### src/rtl/async_mon_pkg.sv
// Shared definitions for the asynchronous input monitor.
// Holds the debounce FSM state encoding, the default parameter values and
// a small helper that decodes the filtered level from an FSM state.
package async_mon_pkg;

    typedef enum logic [1:0] {
        STABLE_LO = 2'd0,
        CHK_HI    = 2'd1,
        STABLE_HI = 2'd2,
        CHK_LO    = 2'd3
    } mon_state_t;

    localparam int SYNC_STAGES_DEF = 2;
    localparam int DEBOUNCE_DEF    = 3;
    localparam int CNT_W_DEF       = 8;
    // Debounce counter width: enough for DEBOUNCE up to 15.
    localparam int DEB_W           = 4;

    // Filtered level implied by a state: high while stable high or while
    // checking whether a high level is really going low.
    function automatic logic is_high_state(input mon_state_t st);
        logic hi;
        case (st)
            STABLE_HI: hi = 1'b1;
            CHK_LO:    hi = 1'b1;
            default:   hi = 1'b0;
        endcase
        return hi;
    endfunction

endpackage

### src/rtl/async_input_monitor_if.sv
// Signal bundle of the asynchronous input monitor.
// master: drives d_async/clr and observes the status outputs (bench side).
// slave : receives d_async/clr and drives q_sync, q_filt, rise, fall,
//         edge_cnt, last_width, ovf (monitor side).
interface async_input_monitor_if
    import async_mon_pkg::*;
#(
    parameter int CNT_W = CNT_W_DEF
);
    logic             d_async;
    logic             clr;
    logic             q_sync;
    logic             q_filt;
    logic             rise;
    logic             fall;
    logic [CNT_W-1:0] edge_cnt;
    logic [CNT_W-1:0] last_width;
    logic             ovf;

    modport master (
        output d_async, clr,
        input  q_sync, q_filt, rise, fall, edge_cnt, last_width, ovf
    );

    modport slave (
        input  d_async, clr,
        output q_sync, q_filt, rise, fall, edge_cnt, last_width, ovf
    );
endinterface

### src/rtl/sync_ff_chain.sv
// Multi-flop synchronizer for a single asynchronous bit.
// Ports: clk (sampling clock), rst (async active-low reset, clears all
// flops), d (asynchronous input), q (synchronized output, STAGES edges late).
module sync_ff_chain
    import async_mon_pkg::*;
#(
    parameter int STAGES = SYNC_STAGES_DEF
) (
    input  logic clk,
    input  logic rst,
    input  logic d,
    output logic q
);
    logic [STAGES-1:0] sync_r;

    // Shift the input through the flop chain; bit 0 is the metastable stage.
    always_ff @(posedge clk or negedge rst) begin
        if (!rst) begin
            sync_r <= '0;
        end else begin
            sync_r <= {sync_r[STAGES-2:0], d};
        end
    end

    assign q = sync_r[STAGES-1];
endmodule

### src/rtl/async_input_monitor.sv
// Asynchronous input monitor: synchronizes d_async, debounces it with a
// four-state FSM and keeps edge statistics.
// Ports: clk, rst (async active-low), bus (slave modport):
//   d_async in, clr in (sync clear of statistics), q_sync, q_filt,
//   rise/fall (one-cycle pulses), edge_cnt (wrapping), last_width
//   (saturating length of the previous level), ovf (sticky wrap flag).
module async_input_monitor
    import async_mon_pkg::*;
#(
    parameter int SYNC_STAGES = SYNC_STAGES_DEF,
    parameter int DEBOUNCE    = DEBOUNCE_DEF,
    parameter int CNT_W       = CNT_W_DEF
) (
    input  logic                  clk,
    input  logic                  rst,
    async_input_monitor_if.slave  bus
);
    localparam logic [DEB_W-1:0] DEB_ONE  = DEB_W'(1);
    // Count value that, with one more matching sample, completes debounce.
    localparam logic [DEB_W-1:0] DEB_LAST = DEB_W'(DEBOUNCE - 1);
    localparam logic [CNT_W-1:0] CNT_ONE  = CNT_W'(1);
    localparam logic [CNT_W-1:0] CNT_MAX  = {CNT_W{1'b1}};

    logic             q_sync_s;
    mon_state_t       state_r;
    mon_state_t       state_s;
    logic [DEB_W-1:0] deb_cnt_r;
    logic [DEB_W-1:0] deb_cnt_s;
    logic             rise_s;
    logic             fall_s;
    logic             q_filt_r;
    logic             rise_r;
    logic             fall_r;
    logic [CNT_W-1:0] run_cnt_r;
    logic [CNT_W-1:0] edge_cnt_r;
    logic [CNT_W-1:0] last_width_r;
    logic             ovf_r;

    sync_ff_chain #(
        .STAGES (SYNC_STAGES)
    ) u_sync (
        .clk (clk),
        .rst (rst),
        .d   (bus.d_async),
        .q   (q_sync_s)
    );

    // Debounce next-state logic; rise_s/fall_s mark an accepted transition.
    always_comb begin
        state_s   = state_r;
        deb_cnt_s = deb_cnt_r;
        rise_s    = 1'b0;
        fall_s    = 1'b0;
        case (state_r)
            STABLE_LO: begin
                if (q_sync_s) begin
                    if (DEBOUNCE == 1) begin
                        state_s   = STABLE_HI;
                        deb_cnt_s = '0;
                        rise_s    = 1'b1;
                    end else begin
                        state_s   = CHK_HI;
                        deb_cnt_s = DEB_ONE;
                    end
                end else begin
                    deb_cnt_s = '0;
                end
            end
            CHK_HI: begin
                if (!q_sync_s) begin
                    state_s   = STABLE_LO;
                    deb_cnt_s = '0;
                end else if (deb_cnt_r == DEB_LAST) begin
                    state_s   = STABLE_HI;
                    deb_cnt_s = '0;
                    rise_s    = 1'b1;
                end else begin
                    deb_cnt_s = deb_cnt_r + DEB_ONE;
                end
            end
            STABLE_HI: begin
                if (!q_sync_s) begin
                    if (DEBOUNCE == 1) begin
                        state_s   = STABLE_LO;
                        deb_cnt_s = '0;
                        fall_s    = 1'b1;
                    end else begin
                        state_s   = CHK_LO;
                        deb_cnt_s = DEB_ONE;
                    end
                end else begin
                    deb_cnt_s = '0;
                end
            end
            CHK_LO: begin
                if (q_sync_s) begin
                    state_s   = STABLE_HI;
                    deb_cnt_s = '0;
                end else if (deb_cnt_r == DEB_LAST) begin
                    state_s   = STABLE_LO;
                    deb_cnt_s = '0;
                    fall_s    = 1'b1;
                end else begin
                    deb_cnt_s = deb_cnt_r + DEB_ONE;
                end
            end
            default: begin
                state_s   = STABLE_LO;
                deb_cnt_s = '0;
            end
        endcase
    end

    // FSM state plus registered level/pulse outputs, all on the same edge.
    always_ff @(posedge clk or negedge rst) begin
        if (!rst) begin
            state_r   <= STABLE_LO;
            deb_cnt_r <= '0;
            q_filt_r  <= 1'b0;
            rise_r    <= 1'b0;
            fall_r    <= 1'b0;
        end else begin
            state_r   <= state_s;
            deb_cnt_r <= deb_cnt_s;
            q_filt_r  <= is_high_state(state_s);
            rise_r    <= rise_s;
            fall_r    <= fall_s;
        end
    end

    // Edge statistics; clr wins over a coincident transition.
    always_ff @(posedge clk or negedge rst) begin
        if (!rst) begin
            run_cnt_r    <= '0;
            edge_cnt_r   <= '0;
            last_width_r <= '0;
            ovf_r        <= 1'b0;
        end else if (bus.clr) begin
            run_cnt_r    <= '0;
            edge_cnt_r   <= '0;
            last_width_r <= '0;
            ovf_r        <= 1'b0;
        end else if (rise_s || fall_s) begin
            last_width_r <= run_cnt_r;
            run_cnt_r    <= '0;
            edge_cnt_r   <= edge_cnt_r + CNT_ONE;
            if (edge_cnt_r == CNT_MAX) begin
                ovf_r <= 1'b1;
            end
        end else if (run_cnt_r != CNT_MAX) begin
            run_cnt_r <= run_cnt_r + CNT_ONE;
        end
    end

    assign bus.q_sync     = q_sync_s;
    assign bus.q_filt     = q_filt_r;
    assign bus.rise       = rise_r;
    assign bus.fall       = fall_r;
    assign bus.edge_cnt   = edge_cnt_r;
    assign bus.last_width = last_width_r;
    assign bus.ovf        = ovf_r;
endmodule

### src/flat_wrapper.sv
// flat-port wrapper written by rule: the top's interface ports become plain ports
module async_input_monitor_flat import async_mon_pkg::*;
#(
    parameter int SYNC_STAGES = SYNC_STAGES_DEF,
    parameter int DEBOUNCE    = DEBOUNCE_DEF,
    parameter int CNT_W       = CNT_W_DEF
)
  (clk, rst, bus_d_async, bus_clr, bus_q_sync, bus_q_filt, bus_rise, bus_fall, bus_edge_cnt, bus_last_width, bus_ovf);
  async_input_monitor_if #(.CNT_W(CNT_W)) bus_i ();
  input  logic clk;
  input  logic rst;
  input wire logic [$bits(bus_i.d_async)-1:0] bus_d_async;
  input wire logic [$bits(bus_i.clr)-1:0] bus_clr;
  output wire logic [$bits(bus_i.q_sync)-1:0] bus_q_sync;
  output wire logic [$bits(bus_i.q_filt)-1:0] bus_q_filt;
  output wire logic [$bits(bus_i.rise)-1:0] bus_rise;
  output wire logic [$bits(bus_i.fall)-1:0] bus_fall;
  output wire logic [$bits(bus_i.edge_cnt)-1:0] bus_edge_cnt;
  output wire logic [$bits(bus_i.last_width)-1:0] bus_last_width;
  output wire logic [$bits(bus_i.ovf)-1:0] bus_ovf;
  assign bus_i.d_async = bus_d_async;
  assign bus_i.clr = bus_clr;
  assign bus_q_sync = bus_i.q_sync;
  assign bus_q_filt = bus_i.q_filt;
  assign bus_rise = bus_i.rise;
  assign bus_fall = bus_i.fall;
  assign bus_edge_cnt = bus_i.edge_cnt;
  assign bus_last_width = bus_i.last_width;
  assign bus_ovf = bus_i.ovf;
  async_input_monitor #(.SYNC_STAGES(SYNC_STAGES), .DEBOUNCE(DEBOUNCE), .CNT_W(CNT_W)) u_core (.clk(clk), .rst(rst), .bus(bus_i));
endmodule
### config.mk
export PLATFORM = sky130hd
export DESIGN_NAME = async_input_monitor_flat
export DESIGN_NICKNAME = d
export VERILOG_FILES = /design/src/rtl/async_mon_pkg.sv /design/src/rtl/async_input_monitor_if.sv /design/src/rtl/sync_ff_chain.sv /design/src/rtl/async_input_monitor.sv /design/src/flat_wrapper.sv
export SDC_FILE = /design/constraint.sdc
export NUM_CORES = 1
export LEC_CHECK = 0
export CAP_MARGIN = 0
export CORE_MARGIN = 2
export CORE_UTILIZATION = 47
export DETAILED_ROUTE_END_ITERATION = 6
export PLACE_DENSITY = 0.76
export SLEW_MARGIN = 20
export SYNTH_ARGS = -nofsm -noshare
export SYNTH_HDL_FRONTEND = slang
export SYNTH_HIERARCHICAL = 1
export SYNTH_SLANG_ARGS = --single-unit
### constraint.sdc
create_clock -name clk -period 1.7 [get_ports clk]
set_input_delay 0.51 -clock clk [delete_from_list [all_inputs] [get_ports clk]]
set_output_delay 0.51 -clock clk [all_outputs]
set_load 0.03 [all_outputs]
# After elaboration in Yosys (flattened, before gate mapping)
# Index checks and enable logic that the tools add are counted.
# totals
regBits,36
inputBits,4
out_inout_bits,21
wordCells,57
# classes
addsub,3
eq_ne,8
n_mux,29
n_reduce_logical,7
# ops
operator,count
8-bit 2-to-1 mux,7
"8-bit by 1-bit adder with 8-bit output, second input constant",2
4-bit case mux with 4 select lines,1
2-bit 2-to-1 mux,6
4-bit 2-to-1 mux,3
1-bit 2-to-1 mux,11
"2-bit equality test, second input constant",4
"8-bit equality test, second input constant",1
"8-bit inequality test, second input constant",1
2-bit case mux with 4 select lines,1
"4-bit by 1-bit adder with 4-bit output, second input constant",1
"4-bit by 2-bit equality test with 1-bit output, second input constant",1
2-bit nonzero test,2
3-bit nonzero test,1
"2-bit by 1-bit equality test with 1-bit output, second input constant",1
2-bit zero test,1
2-bit AND reduction,1
2-bit OR reduction,1
1-bit logical OR,1

# Longest topological paths before layout
# depth
ltp_word,7
ltp_mapped,8
ltp_nobuf,6

# Cells and area by module
# Netlist, hierarchy kept.
# modules_own_cells
mod,instances,cells_each,area_per_inst_um2,seq_area_each_um2
async_input_monitor,1,155,1547.7,850.8
sync_ff_chain,1,2,50.0,50.0

# Least setup slack after synthesis
# Ideal clock, no wire load.
# synth_path
kind,register to register
start,register u_core.deb_cnt_r[0]
end,"register u_core.edge_cnt_r[6], in the netlist u_core/bus.edge_cnt[6]"
setup_ps,132
arrival_ps,1535
required_time_ps,1568
setup_slack_ps,33
stages_incl_launch_ff,7
n_path_buf,0
synth_period_minus_slack_ps,1667
path_cell_list,dfrtp_1 -> inv_1 -> ha_1 -> or3b_1 -> nor4b_1 -> xnor2_1 -> nor2_1
# synth_between
elab_chain_len,6
elab_cells_between_ends,8
classes_between,eq/ne: 1; mux: 5; reduce/logical: 2
# synth_lines
element,line,text
start: declaration,async_input_monitor.sv:27,logic [DEB_W-1:0] deb_cnt_r;
start signal: assignment,async_input_monitor.sv:124,deb_cnt_r <= deb_cnt_s;
4-bit by 2-bit equality test with 1-bit output (*),"async_input_monitor.sv:73, async_input_monitor.sv:99",
1-bit 2-to-1 mux (*),"async_input_monitor.sv:73, async_input_monitor.sv:99",
1-bit 2-to-1 mux (on tied branches),"async_input_monitor.sv:70, async_input_monitor.sv:96",
1-bit 2-to-1 mux,async_input_monitor.sv:54,case (state_r)
1-bit logical OR (*),async_input_monitor.sv:143,end else if (rise_s || fall_s) begin
2-bit nonzero test (no line) (*),n/a,
end signal: assignment,async_input_monitor.sv:146,edge_cnt_r <= edge_cnt_r + CNT_ONE;
end: declaration,async_input_monitor.sv:35,logic [CNT_W-1:0] edge_cnt_r;
# Mark *: on every way between the ends. The rest lies on a longest branch, timed or not.
# A chain may end at the register's enable or synchronous reset.

# Final worst setup path
# layout_path
start,register u_core.deb_cnt_r[0]
end,"register u_core.edge_cnt_r[2], in the netlist u_core/bus.edge_cnt[2]"
# Same word-level chain as after synthesis.

==> metrics.txt <==
number of synthesized flops with an enable pin 0; CP required 1930 ps; met3 routed WL about 140 um; Comb power frac 25.6%; DR WL met2 roughly 1800 um; Final Util 64.7%; NetSw about 640 uW; Remaining DRCs 0; Crit. Startpoint u_core/deb_cnt_r[0]; Mapped Avg Cell Area ~10 um2; vias per cell between 5 and 6; initial drt markers 84; Total Wirelength around 3400 um; Top Ports 25; Synth Cell Area 0.00160 mm2; area growth from synthesis to layout 34.1%; relative slew slack approximately 75%; Hold WC Path Type reg -> reg; Gate Count Post-Synth roughly 160; Tmin final approximately 1700 ps; Place WS -107 ps; Starting Density 48.3%; Fmax achieved 0.600 GHz; reg2reg setup slack 30 ps; most common cell after layout, fill and taps aside dfrtp_1; Max-Cap Viols 0; crit-path max cell delay 430 ps; sequential fraction of the synthesis area 56.4%; RSZ-0062 raised after global routing true; NumNets Final 209; Simple-Gate Fraction of Synth Area between 20% and 30%; largest net degree at the start of global routing 37; part of the power in registers 50.8%; routability congestion estimate around 0.91; Critical R2R Launch u_core/deb_cnt_r[0]; chip height 62.3 um; vias in the first global route 1,352; Worst path slowest cell or3b_4; Clock Skews 9.89 ps; CP max FO 4; ANT cells 0; H-tree depth 2; HP Start u_core/u_sync/sync_r[0]; Clock Power Share 23.6%; Synth Area in Compound Gates 6.34%; PwrDens 939 mW/mm2; cell internal pwr 1370 uW; # placed instances 239; DR WL/cell 13.9 um; first-pass GRT wire length just under 6000 um; CTS root buf clkbuf_4; most frequent cells in the layout dfrtp_1, nand2_1, dlygate4sd2_1, nor2_1, buf_4; cts hold-fix bufs 0; Post-synth ARST share 100%; outcome completed; #FFs+latches synth 36; initial antenna violation count 0; via count 1,306; syn nets 165; DRT Pass-1 Iters 4; final hold vios 0; commonest register cell after synthesis dfrtp_1; CTS tree done; port buffer count 24; Yosys cell types 32; total gr overflow 0; fraction of layout cells with a size suffix above 1 20.3%; fin cells approximately 250; DRT met1 WL 1440 um; dpl hpwl 2410 um; # clock sinks 36; post-synthesis adder-cell area fraction under 10%; crit share post-route 98.0%; Syn. warnings 6; num rows 21; post-synthesis xor/xnor area fraction 6.50%; Slew @ Worst Pin 373 ps; main combinational cell family by area after synthesis simple AND/OR/NAND/NOR gates; CTS Buffer Depth 2; Synth area leaders dfrtp_1, nand2_1, nor2_1, xnor2_1, a21oi_1; DIE WIDTH roughly 62 um; Reg clk slew, reported paths roughly 110 ps; cell taking the most area after synthesis dfrtp_1; mux cell area share after synthesis 2.66%; sw frac 32.0%; highest metal used met4; Worst VDD drop 0.418 mV; delay-heaviest family, CP simple AND/OR/NAND/NOR gates; placed cell areas 0.00202 mm2; clk_lat worst skew 330 ps; post-synth top area share 56.4%; CTS buffer count 5; Setup CP Type reg -> reg; Slew Viols, Final 0; Pleak approximately 0.001 uW; crit start category register; setup TNS 0 ps; Final ANT Viol Nets 0; crit-path cells inv_2 -> ha_4 -> or3b_4 -> nor3_2 -> xnor2_1 -> nor2_1; WP buf/inv 1; Overall Global Routing Usage about a fifth; worst setup margin 34.2 ps; total core area around 0.0033 mm2; Crit. End Element register; die area 0.00388 mm2; CP arrival 1900 ps; final instance area about 0.0021 mm2; final setup vio count 0
## path summary, 6_finish.rpt
path | end | cells past startpoint
hold / removal | u_core/u_sync/sync_r[1] | 0
setup reg to reg | u_core/bus.edge_cnt[2] | 6
min in group asynchronous | u_core/bus.edge_cnt[2] | 2
setup / recovery | u_core/bus.edge_cnt[2] | 6
max in group asynchronous | u_core/run_cnt_r[2] | 2
hold reg to reg | u_core/u_sync/sync_r[1] | 0
## routing by layer
| layer | track usage (%) | up-vias |
|---|---|---|
| met5 | 0 | - |
| met4 | 8.06 | 0 |
| met3 | 5.43 | 9 |
| met2 | 35.3 | 28 |
| met1 | 19.9 | 642 |
| li1 | - | 627 |
## logic make-up (layout without fill, tap and decap cells)
group                      count (synthesis)  after routing
and+or+nand+nor                           76             76
DFF                                       36             36
AOI/OAI and AO/OA                         18             18
xor gates and xnor gates                  11             11
buffers and inverters                      8             53
adders and majority gates                  4              4
muxes                                      4              4
## sequential cells by signal, indices dropped and copies added (netlist names)
register	flops
u_core/bus.rise	1
u_core/bus.q_filt	1
u_core/bus.edge_cnt	8
u_core/bus.last_width	8
u_core/state_r	2
u_core/u_sync/sync_r	2
u_core/deb_cnt_r	4
u_core/run_cnt_r	8
u_core/bus.fall	1
u_core/bus.ovf	1
## metrics by stage
stage / hold WS (ps) / power (uW)
2_1_floorplan: 214 / 1280
3_3_place_gp: 332 / 1450
3_5_place_dp: 363 / 1480
4_1_cts: 388 / 1970
5_1_grt: 391 / 2130
6_report: 387 / 2010
## synthesized netlist by cell type, drive strengths merged (3+ instances only)
cell / number
nand2: 24
xnor2: 8
ha: 4
nor3: 9
clkbuf: 4
nor2: 21
nor3b: 3
xor2: 3
dfrtp: 36
nand3: 5
a21oi: 11
## power by group through the flow
stage	clock, uW	sequential, uW	combinational, uW
after global placement	0	1020	434
after CTS	489	1010	474
after detailed placement	0	1030	454
after global routing	529	1040	567
final	475	1020	515
after floorplan	0	1060	227
## cell type report
| type | instances | area, um2 |
|---|---|---|
| well taps | 46 | 57.6 |
| clock inverters | 2 | 10.0 |
| repair buffers | 43 | 370 |
| inverters | 2 | 7.51 |
| flip-flops and latches | 36 | 901 |
| fillers | 297 | 1170 |
| multi-input cells | 113 | 746 |
| clock buffers | 6 | 51.3 |
## repair_timing
| action | 4_1_cts | 5_1_grt |
|---|---|---|
| endpoints found under the hold margin | 0 | 0 |
| setup buffers | 1 | 0 |
| pin swaps | 2 | 3 |
| gates resized for setup | 29 | 6 |
| setup endpoints to repair | 27 | 19 |
(Power assumes the default switching activity.)
